File: src/rtl/rect_ctrl_sequencer.sv
// ============================================================================
// Module   : rect_ctrl_sequencer
// Brief    : Handshake-driven sequencer for one rectifier control step
//            (outer PI -> inner PI pair -> PWM start). Optional completed-step
//            counter enabled by macro RECT_SEQ_STEP_CNT_EN.
// Revision : 1.0 - initial release
// ============================================================================
`default_nettype none

module rect_ctrl_sequencer #(
    parameter int D_PRE     = 9,
    parameter int D_READ_IN = 31,
    parameter int D_SUB     = 7,
    parameter int D_PWM     = 16,
    parameter int TIMEOUT   = 255,
    parameter int CW        = 8
) (
    input  logic        clk,
    input  logic        rst,
    input  logic        rst_user,
    input  logic        sta_user,
    input  logic        sta,
    input  logic        pi_outer_done,
    input  logic        pi_inner_done,
    output logic        pi_outer_sta,
    output logic        inner_read_x,
    output logic        pi_inner_sta,
    output logic        pwm_sta,
    output logic        busy,
    output logic        overrun,
    output logic        timeout,
    output logic [15:0] step_count
);

    localparam logic [CW-1:0] c_one = CW'(1);
    localparam logic [CW-1:0] c_pre = CW'(D_PRE);
    localparam logic [CW-1:0] c_rd  = CW'(D_READ_IN);
    localparam logic [CW-1:0] c_sub = CW'(D_SUB);
    localparam logic [CW-1:0] c_pwm = CW'(D_PWM);
    localparam logic [CW-1:0] c_to  = CW'(TIMEOUT);

    typedef enum logic [2:0] {
        S_IDLE     = 3'd0,
        S_PRE      = 3'd1,
        S_OUT_WAIT = 3'd2,
        S_SUB      = 3'd3,
        S_IN_WAIT  = 3'd4,
        S_CONV     = 3'd5
    } state_e;

    state_e        state_q, state_d;
    logic [CW-1:0] dly_q, dly_d;
    logic [CW-1:0] abs_q, abs_d;
    logic          rd_done_q, rd_done_d;
    logic          outer_sta_q, outer_sta_d;
    logic          read_q, read_d;
    logic          inner_sta_q, inner_sta_d;
    logic          pwm_q, pwm_d;
    logic          busy_q, busy_d;
    logic          overrun_q, overrun_d;
    logic          timeout_q, timeout_d;
    logic          go;

    function automatic logic [CW-1:0] sat_inc(input logic [CW-1:0] v);
        return (&v) ? v : v + c_one;
    endfunction

    assign go = sta & sta_user;

    always_comb begin
        state_d     = state_q;
        dly_d       = sat_inc(dly_q);
        abs_d       = (state_q == S_IDLE) ? abs_q : sat_inc(abs_q);
        rd_done_d   = rd_done_q;
        outer_sta_d = 1'b0;
        read_d      = 1'b0;
        inner_sta_d = 1'b0;
        pwm_d       = 1'b0;
        overrun_d   = overrun_q;
        timeout_d   = timeout_q;

        // dly counts clocks since the edge that started the current phase.
        case (state_q)
            S_IDLE: begin
                dly_d = '0;
                if (go) begin
                    dly_d     = c_one;
                    abs_d     = c_one;
                    rd_done_d = 1'b0;
                    if (c_pre == c_one) begin
                        outer_sta_d = 1'b1;
                        state_d     = S_OUT_WAIT;
                    end else begin
                        state_d = S_PRE;
                    end
                end
            end
            S_PRE: begin
                if (dly_d == c_pre) begin
                    outer_sta_d = 1'b1;
                    dly_d       = c_one;
                    state_d     = S_OUT_WAIT;
                end
            end
            S_OUT_WAIT: begin
                if (pi_outer_done) begin
                    dly_d = c_one;
                    if (c_one >= c_sub && rd_done_q) begin
                        inner_sta_d = 1'b1;
                        state_d     = S_IN_WAIT;
                    end else begin
                        state_d = S_SUB;
                    end
                end else if (dly_q == c_to) begin
                    timeout_d = 1'b1;
                    state_d   = S_IDLE;
                end
            end
            S_SUB: begin
                // Inner PI must not start before its operands have been read.
                if (dly_d >= c_sub && rd_done_q) begin
                    inner_sta_d = 1'b1;
                    dly_d       = c_one;
                    state_d     = S_IN_WAIT;
                end
            end
            S_IN_WAIT: begin
                if (pi_inner_done) begin
                    dly_d = c_one;
                    if (c_pwm == c_one) begin
                        pwm_d   = 1'b1;
                        state_d = S_IDLE;
                    end else begin
                        state_d = S_CONV;
                    end
                end else if (dly_q == c_to) begin
                    timeout_d = 1'b1;
                    state_d   = S_IDLE;
                end
            end
            S_CONV: begin
                if (dly_d == c_pwm) begin
                    pwm_d   = 1'b1;
                    state_d = S_IDLE;
                end
            end
            default: state_d = S_IDLE;
        endcase

        if (go && state_q != S_IDLE) begin
            overrun_d = 1'b1;
        end

        if (!rd_done_d && state_d != S_IDLE && abs_d == c_rd) begin
            read_d    = 1'b1;
            rd_done_d = 1'b1;
        end

        busy_d = (state_d != S_IDLE) | pwm_d;
    end

    always_ff @(posedge clk or posedge rst) begin
        if (rst) begin
            state_q     <= S_IDLE;
            dly_q       <= '0;
            abs_q       <= '0;
            rd_done_q   <= 1'b0;
            outer_sta_q <= 1'b0;
            read_q      <= 1'b0;
            inner_sta_q <= 1'b0;
            pwm_q       <= 1'b0;
            busy_q      <= 1'b0;
            overrun_q   <= 1'b0;
            timeout_q   <= 1'b0;
        end else if (rst_user) begin
            state_q     <= S_IDLE;
            dly_q       <= '0;
            abs_q       <= '0;
            rd_done_q   <= 1'b0;
            outer_sta_q <= 1'b0;
            read_q      <= 1'b0;
            inner_sta_q <= 1'b0;
            pwm_q       <= 1'b0;
            busy_q      <= 1'b0;
            overrun_q   <= 1'b0;
            timeout_q   <= 1'b0;
        end else begin
            state_q     <= state_d;
            dly_q       <= dly_d;
            abs_q       <= abs_d;
            rd_done_q   <= rd_done_d;
            outer_sta_q <= outer_sta_d;
            read_q      <= read_d;
            inner_sta_q <= inner_sta_d;
            pwm_q       <= pwm_d;
            busy_q      <= busy_d;
            overrun_q   <= overrun_d;
            timeout_q   <= timeout_d;
        end
    end

`ifdef RECT_SEQ_STEP_CNT_EN
    logic [15:0] step_q;

    always_ff @(posedge clk or posedge rst) begin
        if (rst) begin
            step_q <= '0;
        end else if (rst_user) begin
            step_q <= '0;
        end else if (pwm_d) begin
            step_q <= step_q + 16'd1;
        end
    end

    assign step_count = step_q;
`else
    assign step_count = '0;
`endif

    assign pi_outer_sta = outer_sta_q;
    assign inner_read_x = read_q;
    assign pi_inner_sta = inner_sta_q;
    assign pwm_sta      = pwm_q;
    assign busy         = busy_q;
    assign overrun      = overrun_q;
    assign timeout      = timeout_q;

endmodule

`default_nettype wire

File: config.mk
export PLATFORM = sky130hd
export DESIGN_NAME = rect_ctrl_sequencer
export DESIGN_NICKNAME = d
export VERILOG_FILES = /design/src/rtl/rect_ctrl_sequencer.sv
export SDC_FILE = /design/constraint.sdc
export NUM_CORES = 1
export LEC_CHECK = 0
export ABC_CLOCK_PERIOD_IN_PS = 2000
export CAP_MARGIN = 10
export CORE_MARGIN = 2
export CORE_UTILIZATION = 48
export CTS_CLUSTER_SIZE = 12
export DETAILED_ROUTE_END_ITERATION = 6
export HOLD_SLACK_MARGIN = 0.02
export PLACE_DENSITY = 0.76
export SETUP_SLACK_MARGIN = 0.1
export SYNTH_ARGS = -nofsm -noshare
export SYNTH_HDL_FRONTEND = slang
export SYNTH_SLANG_ARGS = --single-unit
File: constraint.sdc
create_clock -name clk -period 2 [get_ports clk]
set_input_delay 0.3 -clock clk [delete_from_list [all_inputs] [get_ports clk]]
set_output_delay 0.3 -clock clk [all_outputs]
set_load 0.01 [all_outputs]
==> Implementation_results.wiki <==
{| class="wikitable"
! Metric !! Value
|-
| Largest buffer count on any clock path || 2
|-
| Element type at the critical path start || register
|-
| Fraction of post-synthesis cell area in the top cell type by area || 36.7%
|-
| Data required time of the critical path || 2.19 ns
|-
| Worst hold slack across all endpoints || 0.377 ns
|-
| DRC marker count from the first detailed-route iteration || 122
|-
| Area of the multi-input gates || 1250 µm²
|-
| Die Outline Area || 4350 µm²
|-
| Row count || 22
|-
| Final min period || 2.09 ns
|-
| Maximum number of pins on one net before global-route repair || 28
|-
| Core Box Area || about 3700 µm²
|-
| GRT Total Usage || between 20% and 30%
|-
| Maximum capacitance violations || 0
|-
| Violated checks || setup timing
|-
| Register area share after synthesis || between 30% and 40%
|-
| Sum of negative setup slack || -0.168 ns
|-
| Total count of hold-check failures in the final report || 0
|-
| Power density cells || approximately 430 nW/µm²
|-
| Critical path fanouts, max || 5
|-
| Worst min-delay path category || in -> async
|-
| Detailed placer's ending HPWL || 3.10 mm
|-
| First-pass GRT wire length || 7.25 mm
|-
| Area after detailed placement || around 2100 µm²
|-
| Layout cells sized above 1 || 30.8%
|-
| Cell at the root of the clock tree || sky130_fd_sc_hd__clkbuf_8
|-
| Cell type contributing the most total cell area after synthesis || sky130_fd_sc_hd__dfrtp_1
|-
| # placed instances || roughly 290
|-
| Vias in the first global route || 1525
|-
| Effective utilization at floorplan || ~50%
|-
| Number of detailed-route iterations in the first pass || 5
|-
| CTS H-tree lvls || 1
|-
| Clock net sink count || 27
|-
| Count of flip-flops with a built-in enable after synthesis || 0
|-
| Total Nets Final || 263
|-
| Warning count from the yosys run || 0
|-
| FF+latch area || 681 µm²
|-
| Post-route clock skew || 0.00342 ns
|-
| Slew Viols, Final || 0
|-
| Worst path arrival time || 2.27 ns
|-
| Number of routed nets with antenna violations || 0
|-
| Via count || 1770
|-
| Post-layout instance area || 2480 µm²
|-
| Minimum setup slack in the final design || -0.0866 ns
|-
| Final setup fails || 3
|-
| Average instance area after synthesis || approximately 8.6 µm²
|-
| Remaining design rule violation count || 0
|-
| Worst-Skew Late Latency || between 0.2 and 0.3 ns
|-
| Setup repair after global routing missed its margin || yes
|-
| Antenna violations before repair || 0
|-
| Final GP Congestion || roughly 0.93
|-
| Top cells by area, synth || sky130_fd_sc_hd__dfrtp_1, sky130_fd_sc_hd__buf_4, sky130_fd_sc_hd__a21oi_1
|-
| Most frequent cell after synthesis || sky130_fd_sc_hd__dfrtp_1
|-
| Cells after synthesis || 215
|-
| WL per Instance || 16.7 µm
|-
| Number of inserted diodes || 0
|-
| Boundary Pins || 30
|-
| Top post-synthesis cells by count || sky130_fd_sc_hd__dfrtp_1, sky130_fd_sc_hd__nor2_1, sky130_fd_sc_hd__a21oi_1
|-
| Share of flip-flops with an asynchronous set or reset after synthesis || between 90% and 100%
|-
| CTS tree || built
|-
| Final wirelength || 5.04 mm
|-
| Cell area after synthesis || 1840 µm²
|-
| Number of fill cells || a little under 300
|-
| Layout-stage area growth over the synthesis result || 34.5%
|-
| Distinct cell type count after synthesis || 52
|-
| Finished Layout Cells || 301
|-
| Quantity of I/O buffers inserted on ports || 13
|-
| Remaining global-route overflow || 0
|-
| Clock-pin slew on the worst setup and hold paths || 0.10 ns
|-
| Die Height || 66.0 µm
|-
| Peak supply drop || 0.239 mV
|-
| Number of synthesized register bits || 27
|-
| Fmax || 479 MHz
|-
| Die Span X || 66.0 µm
|-
| Class of the most critical setup path || reg -> reg
|-
| Tcrit/Tclk final || 104%
|-
| Result of the run || complete, but fails checks
|-
| DR vias/cell || roughly 5.9
|-
| Dominant synthesized flop cell || sky130_fd_sc_hd__dfrtp_1
|-
| Static Leak || 1.00 nW
|-
| Total CTS buffers || 3
|-
| Kind of capture point of the worst setup path || register
|}
## registers in the layout, summed over array words and instances (netlist names)
register      cells
abs_q             8
busy              1
dly_q             8
inner_read_x      1
overrun           1
pi_inner_sta      1
pi_outer_sta      1
pwm_sta           1
rd_done_q         1
state_q           3
timeout           1
## worst paths after layout
| check | start | end | slack, ns | cells past startpoint |
|---|---|---|---|---|
| worst max-delay path | abs_q[2]$_DFF_PP0_ | inner_read_x$_DFF_PP0_ | -0.09 | 6 |
| worst min-delay path | rst | abs_q[6]$_DFF_PP0_ | 0.38 | 3 |
| worst max register to register | abs_q[2]$_DFF_PP0_ | inner_read_x$_DFF_PP0_ | -0.09 | 6 |
| worst min register to register | overrun$_DFFE_PP0P_ | overrun$_DFFE_PP0P_ | 0.52 | 2 |
| max in group asynchronous | rst | dly_q[2]$_DFF_PP0_ | 1.35 | 3 |
| min in group clk | overrun$_DFFE_PP0P_ | overrun$_DFFE_PP0P_ | 0.52 | 2 |
## final cells by class
class                      count  area share, %
clock buffer                   3           1.67
clock inverter                 1          0.303
inverter                       8           1.21
multi-input combinational    169           50.5
sequential                    27           27.5
tap                           48           2.42
timing repair buffer          45           16.4
## critical path, stage by stage (launching register included)
cell                        delay (ns)
sky130_fd_sc_hd__dfrtp_2          0.46
sky130_fd_sc_hd__nand4_1          0.23
sky130_fd_sc_hd__o211ai_1         0.18
sky130_fd_sc_hd__or3_4            0.36
sky130_fd_sc_hd__a2111oi_4        0.32
sky130_fd_sc_hd__nand4_1          0.20
sky130_fd_sc_hd__a31oi_1          0.25
## report_power, final
part / total [mW] / internal [mW] / leakage, nW / switching [mW]
registers: 0.562 / 0.554 / 0.367 / 0.00805
logic: 0.171 / 0.0731 / 0.611 / 0.0984
clock network: 0.329 / 0.142 / 0.0217 / 0.187
## cells in the final DEF (no fill, tap or decap), types with 3 or more instances in the layout
cell	Yosys	layout
sky130_fd_sc_hd__clkbuf_8	0	3
sky130_fd_sc_hd__inv_1	8	8
sky130_fd_sc_hd__xnor2_1	4	3
sky130_fd_sc_hd__a31oi_1	6	3
sky130_fd_sc_hd__nand2b_1	4	4
sky130_fd_sc_hd__nand2_1	12	12
sky130_fd_sc_hd__nor3_1	4	3
sky130_fd_sc_hd__nand3_1	7	6
sky130_fd_sc_hd__buf_4	18	27
sky130_fd_sc_hd__a21oi_2	1	5
sky130_fd_sc_hd__a21oi_1	19	14
sky130_fd_sc_hd__o211ai_1	4	4
sky130_fd_sc_hd__dfrtp_1	27	23
sky130_fd_sc_hd__o21ai_0	8	8
sky130_fd_sc_hd__and2_1	5	3
sky130_fd_sc_hd__nand4_1	8	8
sky130_fd_sc_hd__clkdlybuf4s50_1	0	13
sky130_fd_sc_hd__dfrtp_2	0	4
sky130_fd_sc_hd__nor2_1	24	24
sky130_fd_sc_hd__buf_6	0	3
sky130_fd_sc_hd__conb_1	1	16
## routing by layer
| metal | GRT usage [%] | share of wire [%] | vias up |
|---|---|---|---|
| met3 | 2.90 | 6.4 | 12 |
| met1 | 31.3 | 45 | 842 |
| met4 | 8.67 | 1.9 | 0 |
| met2 | 32.7 | 47 | 81 |
| li1 | - | - | 835 |
| met5 | 0 | 0 | - |
## cells by family after synthesis
| kind of cell | synth area share, % |
|---|---|
| buf+inv | 10.9 |
| simple gates | 23.5 |
| other cells | 0.203 |
| flops | 36.7 |
| compound gates | 22.8 |
| xor+xnor | 2.85 |
| mux | 1.70 |
| fa+ha+maj | 1.36 |
## through the flow
stage / total power [mW] / util [%] / setup WS, ns
final: 1.06 / 67.2 / -0.0866
after global routing: 1.11 / 67.2 / -0.159
after CTS: 1.03 / 59.7 / 0.0220
after detailed placement: 0.709 / 56.4 / -0.00996
after global placement: 0.708 / 56.4 / 0.0283
after floorplan: 0.681 / - / 0.105
## timing repair
| action | in CTS | in global routing |
|---|---|---|
| pin swaps | 1 | 14 |
| hold buffers | 0 | 0 |
| gates cloned | 0 | 0 |
| setup endpoints to repair | 11 | 16 |
| resized for setup | 10 | 36 |
| buffers inserted | 2 | 9 |
No activity file was read; power rests on OpenSTA's default activity.
